<file path="src/rtl/priv_mode_ctrl.sv">
`default_nettype none
// ============================================================================
// Module      : priv_mode_ctrl
// Description : Privilege-mode controller. Holds the current privilege level
//               (U/S/M) and the mstatus stacking fields (MPP/SPP, MIE/SIE,
//               MPIE/SPIE). Updates them on trap entry, including
//               medeleg/mideleg delegation to S, and on mret/sret. Flags
//               illegal returns.
// Ports       : clk, reset_x (async, active-low), enable (pipeline advance)
//               i_trap/i_trapIsIntr/i_trapCause  trap request and cause
//               i_medeleg/i_mideleg              delegation masks
//               i_mret/i_sret                    return instructions
//               i_statusWe/i_statusWdata         CSR write, mstatus[12:0]
//               o_nowPrivMode, o_status          registered state view
//               o_trapToS, o_retIllegal,
//               o_intrEnM, o_intrEnS             combinational status
// Revision    : 1.0 - initial release
// ============================================================================
module priv_mode_ctrl #(
  parameter int          HAS_SMODE  = 1,
  parameter int          CAUSE_W    = 5,
  parameter logic [1:0]  RESET_MODE = 2'b00
) (
  input  logic                    clk,
  input  logic                    reset_x,
  input  logic                    enable,
  input  logic                    i_trap,
  input  logic                    i_trapIsIntr,
  input  logic [CAUSE_W-1:0]      i_trapCause,
  input  logic [(2**CAUSE_W)-1:0] i_medeleg,
  input  logic [(2**CAUSE_W)-1:0] i_mideleg,
  input  logic                    i_mret,
  input  logic                    i_sret,
  input  logic                    i_statusWe,
  input  logic [12:0]             i_statusWdata,
  output logic [1:0]              o_nowPrivMode,
  output logic [12:0]             o_status,
  output logic                    o_trapToS,
  output logic                    o_retIllegal,
  output logic                    o_intrEnM,
  output logic                    o_intrEnS
);

  localparam int         MASK_W = 2**CAUSE_W;
  localparam logic [1:0] PRIV_U = 2'b00;
  localparam logic [1:0] PRIV_S = 2'b01;
  localparam logic [1:0] PRIV_M = 2'b11;
  localparam logic       S_IMPL = (HAS_SMODE != 0);

  // Architectural state
  logic [1:0] priv_q, priv_d;
  logic [1:0] mpp_q,  mpp_d;
  logic       mie_q,  mie_d;
  logic       mpie_q, mpie_d;
  logic       sie_q,  sie_d;
  logic       spie_q, spie_d;
  logic       spp_q,  spp_d;

  logic [MASK_W-1:0] deleg_mask;
  logic              trap_to_s;
  logic              mret_ok;
  logic              sret_ok;
  logic [1:0]        wr_mpp;
  logic              wr_mpp_keep;

  // Reserved mstatus bits carry no state; folded here so they are visibly
  // consumed.
  logic unused_wdata;
  assign unused_wdata = ^{i_statusWdata[10:9], i_statusWdata[6],
                          i_statusWdata[4], i_statusWdata[2], i_statusWdata[0]};

  // --------------------------------------------------------------------------
  // State register
  // --------------------------------------------------------------------------
  always_ff @(posedge clk or negedge reset_x) begin
    if (!reset_x) begin
      priv_q <= RESET_MODE;
      mpp_q  <= PRIV_U;
      mie_q  <= 1'b0;
      mpie_q <= 1'b0;
      sie_q  <= 1'b0;
      spie_q <= 1'b0;
      spp_q  <= 1'b0;
    end else begin
      priv_q <= priv_d;
      mpp_q  <= mpp_d;
      mie_q  <= mie_d;
      mpie_q <= mpie_d;
      sie_q  <= sie_d;
      spie_q <= spie_d;
      spp_q  <= spp_d;
    end
  end

  // --------------------------------------------------------------------------
  // Decode of requests against the current state
  // --------------------------------------------------------------------------
  always_comb begin
    deleg_mask  = i_trapIsIntr ? i_mideleg : i_medeleg;
    // Traps taken while in M never delegate downwards.
    trap_to_s   = i_trap & S_IMPL & (priv_q != PRIV_M) & deleg_mask[i_trapCause];
    mret_ok     = (priv_q == PRIV_M);
    sret_ok     = S_IMPL & (priv_q != PRIV_U);
    wr_mpp      = i_statusWdata[12:11];
    // MPP is WARL: reserved encoding 10, and S when S is absent, are ignored.
    wr_mpp_keep = (wr_mpp == 2'b10) | ((wr_mpp == PRIV_S) & ~S_IMPL);
  end

  // --------------------------------------------------------------------------
  // Next-state logic. Priority: trap > mret > sret > status write.
  // --------------------------------------------------------------------------
  always_comb begin
    priv_d = priv_q;
    mpp_d  = mpp_q;
    mie_d  = mie_q;
    mpie_d = mpie_q;
    sie_d  = sie_q;
    spie_d = spie_q;
    spp_d  = spp_q;
    if (enable) begin
      if (i_trap) begin
        if (trap_to_s) begin
          spp_d  = priv_q[0];
          spie_d = sie_q;
          sie_d  = 1'b0;
          priv_d = PRIV_S;
        end else begin
          mpp_d  = priv_q;
          mpie_d = mie_q;
          mie_d  = 1'b0;
          priv_d = PRIV_M;
        end
      end else if (i_mret) begin
        if (mret_ok) begin
          priv_d = mpp_q;
          mie_d  = mpie_q;
          mpie_d = 1'b1;
          mpp_d  = PRIV_U;
        end
      end else if (i_sret) begin
        if (sret_ok) begin
          priv_d = spp_q ? PRIV_S : PRIV_U;
          sie_d  = spie_q;
          spie_d = 1'b1;
          spp_d  = 1'b0;
        end
      end else if (i_statusWe) begin
        mie_d  = i_statusWdata[3];
        mpie_d = i_statusWdata[7];
        sie_d  = i_statusWdata[1] & S_IMPL;
        spie_d = i_statusWdata[5] & S_IMPL;
        spp_d  = i_statusWdata[8] & S_IMPL;
        if (!wr_mpp_keep) begin
          mpp_d = wr_mpp;
        end
      end
    end
  end

  // --------------------------------------------------------------------------
  // Outputs
  // --------------------------------------------------------------------------
  always_comb begin
    o_nowPrivMode = priv_q;
    o_status      = {mpp_q, 2'b00, spp_q, mpie_q, 1'b0, spie_q, 1'b0,
                     mie_q, 1'b0, sie_q, 1'b0};
    o_trapToS     = trap_to_s;
    // mret outranks sret, so a simultaneous sret is never the one judged.
    o_retIllegal  = i_mret ? ~mret_ok : (i_sret & ~sret_ok);
    o_intrEnM     = (priv_q != PRIV_M) | mie_q;
    o_intrEnS     = S_IMPL & ((priv_q == PRIV_U) | ((priv_q == PRIV_S) & sie_q));
  end

endmodule
`default_nettype wire

</file>
<file path="config.mk">
export PLATFORM = sky130hd
export DESIGN_NAME = priv_mode_ctrl
export DESIGN_NICKNAME = d
export VERILOG_FILES = /design/src/rtl/priv_mode_ctrl.sv
export SDC_FILE = /design/constraint.sdc
export NUM_CORES = 1
export LEC_CHECK = 0
export CELL_PAD_IN_SITES_DETAIL_PLACEMENT = 1
export CELL_PAD_IN_SITES_GLOBAL_PLACEMENT = 1
export CORE_ASPECT_RATIO = 0.6
export CORE_UTILIZATION = 20
export DETAILED_ROUTE_END_ITERATION = 8
export HOLD_SLACK_MARGIN = 0.1
export PLACE_DENSITY_LB_ADDON = 0.1
export SETUP_SLACK_MARGIN = 0.2
export SYNTH_ARGS = -nofsm -noshare
export SYNTH_HDL_FRONTEND = slang
export SYNTH_SLANG_ARGS = --single-unit
export TNS_END_PERCENT = 100
</file>
<file path="constraint.sdc">
create_clock -name clk -period 2.3 [get_ports clk]
set_input_delay 0.46 -clock clk [delete_from_list [all_inputs] [get_ports clk]]
set_output_delay 0.46 -clock clk [all_outputs]
set_load 0.05 [all_outputs]
</file>
==> out/summary.txt <==
RUN STATUS
-----------------------------------------------------------------------------------------------
Outcome                                                                            complete, but fails checks
Failing checks                                                                     setup timing

ROUTING
-----------------------------------------------------------------------------------------------
Average routed wire per standard cell                                                  18.20 µm
Residual DRC                                                                                  0
Total via count in the routed design                                                       1557
Initial DRT Pass Iterations                                                                   4
Via density per instance                                                                  4.676
Remaining antenna violation count                                                             0
Starting DRT DRC Count                                                                       39
Final wirelength                                                                        6059 µm

FLOORPLANNING
-----------------------------------------------------------------------------------------------
Horizontal extent of the die                                                           105.3 µm
Die Footprint                                                                          6741 µm²
Number of standard-cell rows in the floorplan                                                22
Effective utilization at floorplan                                                       0.2087
Die span in y                                                                          64.00 µm
IO Pins                                                                                     109
Std-Cell Core Area                                                                     6138 µm²

CELLS AND AREA
-----------------------------------------------------------------------------------------------
Diodes inserted                                                                               0
Post-layout net count                                                                       340
Layout overhead on the synthesized area                                                  105.5%
Filler cell count                                                                           703
Share of the core filled with cells in the final layout                                  0.4289
Fraction of layout cells with a size suffix above 1                                      0.2811

GRT
-----------------------------------------------------------------------------------------------
Global-route wire length before repair                                                  9542 µm
Antenna violations before repair                                                              0
Overall overflow remaining after global route                                                 0
Maximum number of pins on one net before global-route repair                                 18
Number of global-route vias before repair                                                  1821
Overall Global Routing Usage                                                             0.1867

PLACEMENT
-----------------------------------------------------------------------------------------------
Half-perimeter wire length of the detailed placement result                             5026 µm
Port buffer count                                                                            96
Final RePlAce weighted congestion                                                        0.7578

PWR
-----------------------------------------------------------------------------------------------
Power Dens Cells                                                                   501.0 nW/µm²
Max VDD drop                                                                           185.0 µV
Internal Dissipation                                                                  0.7283 mW
Sequential cell fraction of total power                                                   0.185
Sw Pwr                                                                                0.5907 mW
Switch share                                                                             0.4478
Standby leakage power                                                                  1.136 nW
Clock Power Share                                                                         0.145
Share of total power in combinational logic                                               0.671

SETUP PATH
-----------------------------------------------------------------------------------------------
Critical Path RT                                                                        1.84 ns
Critical Path Max Stage Delay                                                           0.47 ns
Kind of start point of the critical path                                           primary input
Startpoint of the worst setup timing path                                          i_medeleg[22]
WS Path Type                                                                       primary input to output port
Cell-by-cell listing of the critical path                                          clkdlybuf4s50_1 -> mux4_2 -> nand2_1 -> o2111ai_4 -> a32oi_4 -> inv_2 -> buf_8
Critical Path Sink Type                                                             output port
Largest driver fanout on the critical path                                                    2
Arrival time of the worst setup path                                                    2.09 ns
Crit-path slowest cell                                                             sky130_fd_sc_hd__mux4_2
Start of the worst register-to-register path                                       o_nowPrivMode[0]$_DFFE_PN0P_

TIMING
-----------------------------------------------------------------------------------------------
Period utilisation layout                                                                 1.108
Number of setup violations in the final report                                                5
Final-layout setup total negative slack                                              -0.7305 ns
Number of max-slew violations in the final report                                             0
Setup repair after global routing missed its margin                                         yes
Slew at the pin closest to its max-slew limit                                         0.5032 ns
Maximum frequency from static timing analysis                                        0.3924 GHz
PnR worst setup slack                                                                -0.2482 ns
Hold Fails Final Rpt                                                                          0
Tmin final                                                                             2.548 ns
Normalized max-slew margin                                                               0.6635
Worst clock skew                                                                    0.003827 ns

RUN
-----------------------------------------------------------------------------------------------
Max_cap viols                                                                                 0

CTS
-----------------------------------------------------------------------------------------------
Inserted Clock Buffers                                                                        3
Clock latency reported for the late side of the worst-skew pair                         0.24 ns
CTS tree                                                                                    yes
Post-cts hold buffer count                                                                    0
Clock input transition at the sequential cells of the worst setup and hold paths        0.05 ns
Library cell used as clock root buffer                                             sky130_fd_sc_hd__clkbuf_8
Htree depth                                                                                   1
Buffers from clock root to sink, at most                                                      2
Sinks on the clock net                                                                        9

YOSYS
-----------------------------------------------------------------------------------------------
Yosys warns                                                                                   0
Instance count of the mapped netlist                                                        137
Part of the Yosys area used for sequential elements                                      0.1758
Synthesized area per cell                                                             9.352 µm²
Number of unique standard cell types used by synthesis                                       37
Synthesized cell area                                                                  1281 µm²
Synthesized flop and latch total                                                              9

WORST HOLD PATH
-----------------------------------------------------------------------------------------------
Class of the tightest hold or removal check                                        primary input to asynchronous set/reset pin

cell usage in the layout (no fill, tap or decap), types with 2 or more instances in the layout:
| master | synthesis | routed |
|---|---|---|
| sky130_fd_sc_hd__mux2i_1 | 13 | 10 |
| sky130_fd_sc_hd__dlygate4sd2_1 | 0 | 53 |
| sky130_fd_sc_hd__o211ai_1 | 2 | 2 |
| sky130_fd_sc_hd__nand3_1 | 6 | 6 |
| sky130_fd_sc_hd__clkdlybuf4s50_1 | 0 | 37 |
| sky130_fd_sc_hd__a31oi_1 | 2 | 2 |
| sky130_fd_sc_hd__mux2_4 | 2 | 2 |
| sky130_fd_sc_hd__clkbuf_8 | 0 | 3 |
| sky130_fd_sc_hd__buf_4 | 11 | 19 |
| sky130_fd_sc_hd__conb_1 | 1 | 6 |
| sky130_fd_sc_hd__a32oi_1 | 2 | 2 |
| sky130_fd_sc_hd__mux4_2 | 14 | 14 |
| sky130_fd_sc_hd__inv_1 | 3 | 2 |
| sky130_fd_sc_hd__a21oi_1 | 8 | 4 |
| sky130_fd_sc_hd__mux2i_2 | 0 | 2 |
| sky130_fd_sc_hd__a21oi_2 | 0 | 3 |
| sky130_fd_sc_hd__nor2_1 | 12 | 12 |
| sky130_fd_sc_hd__o21ai_0 | 5 | 5 |
| sky130_fd_sc_hd__buf_8 | 0 | 2 |
| sky130_fd_sc_hd__dfrtp_1 | 9 | 9 |
| sky130_fd_sc_hd__buf_6 | 2 | 3 |
| sky130_fd_sc_hd__nand2_1 | 16 | 15 |
| sky130_fd_sc_hd__buf_12 | 0 | 4 |
| sky130_fd_sc_hd__nor2b_1 | 3 | 3 |
final cells by class:
cell class	count	area, µm²	area share
flip-flops and latches	9	225.2	0.08555
clock buffers	4	45.04	0.01711
inverters	3	11.26	0.004278
multi-input cells	110	1036	0.3935
well taps	84	105.1	0.03992
repair buffers	123	1210	0.4596
per-layer routing:
layer / routed length, µm / track usage
met1: 2753 / 0.2433
met2: 2934 / 0.3232
met3: 329 / 0.04286
met4: 42 / 0.02465
met5: 0 / 0
critical path, delay by kind of cell:
family,cells,cell delay [ns]
AOI/OAI and AO/OA,2,0.39
buffers and inverters,3,0.65
muxes,1,0.47
and+or+nand+nor,1,0.12
worst paths after layout:
check                      slack (ns)  depth (start not counted)                            to
max                             -0.25                          7                     o_trapToS
min                              0.54                          1  o_nowPrivMode[0]$_DFFE_PN0P_
max reg2reg                      0.25                          8             mie_q$_DFFE_PN0P_
min reg2reg                      0.55                          1            mpie_q$_DFFE_PN0P_
max in group asynchronous        1.46                          1  o_nowPrivMode[1]$_DFFE_PN0P_
min in group clk                 0.55                          1            mpie_q$_DFFE_PN0P_
power groups by stage:
stage          sequential, mW  clock, mW  combinational, mW
2_1_floorplan           0.305          0              0.440
3_3_place_gp            0.240          0              0.829
3_5_place_dp            0.242          0              0.844
4_1_cts                 0.243      0.194              0.873
5_1_grt                 0.252      0.204              0.937
6_report                0.243      0.191              0.885
metrics by stage:
stage               hold WS (ns)  std cells  area (µm²)  worst slack, ns  power [mW]
finish                    0.5350        333        2633          -0.2482       1.319
global route              0.5636        333        2633          -0.3095       1.393
CTS                       0.5478        332        2590          -0.2422       1.310
detailed placement        0.5434        320        2411          -0.8438       1.086
global placement          0.5291        320        2411          -0.7654       1.069
floorplan                 0.1644        142        1319          -0.2151      0.7451
Yosys cell counts:
| cell | number | area (µm²) |
|---|---|---|
| sky130_fd_sc_hd__o21ai_0 | 5 | 25.02 |
| sky130_fd_sc_hd__inv_1 | 3 | 11.26 |
| sky130_fd_sc_hd__clkbuf_1 | 5 | 18.77 |
| sky130_fd_sc_hd__a21boi_0 | 1 | 7.510 |
| sky130_fd_sc_hd__a21oi_1 | 8 | 40.04 |
| sky130_fd_sc_hd__mux2_4 | 2 | 30.03 |
| sky130_fd_sc_hd__nand3_1 | 6 | 30.03 |
| sky130_fd_sc_hd__conb_1 | 1 | 3.750 |
| sky130_fd_sc_hd__a221oi_1 | 2 | 17.52 |
| sky130_fd_sc_hd__nand2b_1 | 1 | 6.260 |
| sky130_fd_sc_hd__nand4b_1 | 1 | 8.760 |
| sky130_fd_sc_hd__mux2i_1 | 13 | 130.1 |
| sky130_fd_sc_hd__a311oi_2 | 1 | 15.01 |
| sky130_fd_sc_hd__and3_4 | 1 | 11.26 |
| sky130_fd_sc_hd__and3_1 | 1 | 6.260 |
| sky130_fd_sc_hd__buf_1 | 1 | 3.750 |
| sky130_fd_sc_hd__or2_2 | 1 | 6.260 |
| sky130_fd_sc_hd__buf_2 | 1 | 5.000 |
| sky130_fd_sc_hd__buf_6 | 2 | 22.52 |
| sky130_fd_sc_hd__a211oi_1 | 1 | 7.510 |
| sky130_fd_sc_hd__or3b_2 | 1 | 8.760 |
| sky130_fd_sc_hd__nand3b_1 | 1 | 7.510 |
| sky130_fd_sc_hd__a32oi_1 | 2 | 17.52 |
| sky130_fd_sc_hd__nor2_1 | 12 | 45.04 |
| sky130_fd_sc_hd__mux4_2 | 14 | 315.3 |
| sky130_fd_sc_hd__o211ai_1 | 2 | 15.01 |
| sky130_fd_sc_hd__nand2_1 | 16 | 60.06 |
| sky130_fd_sc_hd__nor3_1 | 1 | 5.000 |
| sky130_fd_sc_hd__a31oi_1 | 2 | 12.51 |
| sky130_fd_sc_hd__o21ai_1 | 2 | 10.01 |
| sky130_fd_sc_hd__a22oi_1 | 1 | 7.510 |
| sky130_fd_sc_hd__buf_4 | 11 | 82.58 |
| sky130_fd_sc_hd__a32oi_4 | 1 | 27.53 |
| sky130_fd_sc_hd__a21boi_1 | 1 | 7.510 |
| sky130_fd_sc_hd__o2111ai_1 | 1 | 8.760 |
| sky130_fd_sc_hd__nor2b_1 | 3 | 18.77 |
| sky130_fd_sc_hd__dfrtp_1 | 9 | 225.2 |
logic make-up after synthesis:
family	Yosys count	share of synthesized area
flops	9	0.1758
buf+inv	23	0.1123
mux	29	0.3711
compound gates	30	0.1709
simple gates	45	0.1670
other cells	1	0.002927
registers in the layout, indices dropped and copies added (netlist names):
register,flops
mpp_q,2
mie_q,1
spie_q,1
mpie_q,1
o_nowPrivMode,2
sie_q,1
spp_q,1
timing repair:
action / in CTS / in global routing
endpoints found under the setup margin: 11 / 9
gates cloned: 2 / 0
setup buffers: 6 / 1
gates resized for setup: 86 / 8
pin swaps: 8 / 3
No activity file was read; power rests on OpenSTA's default activity.
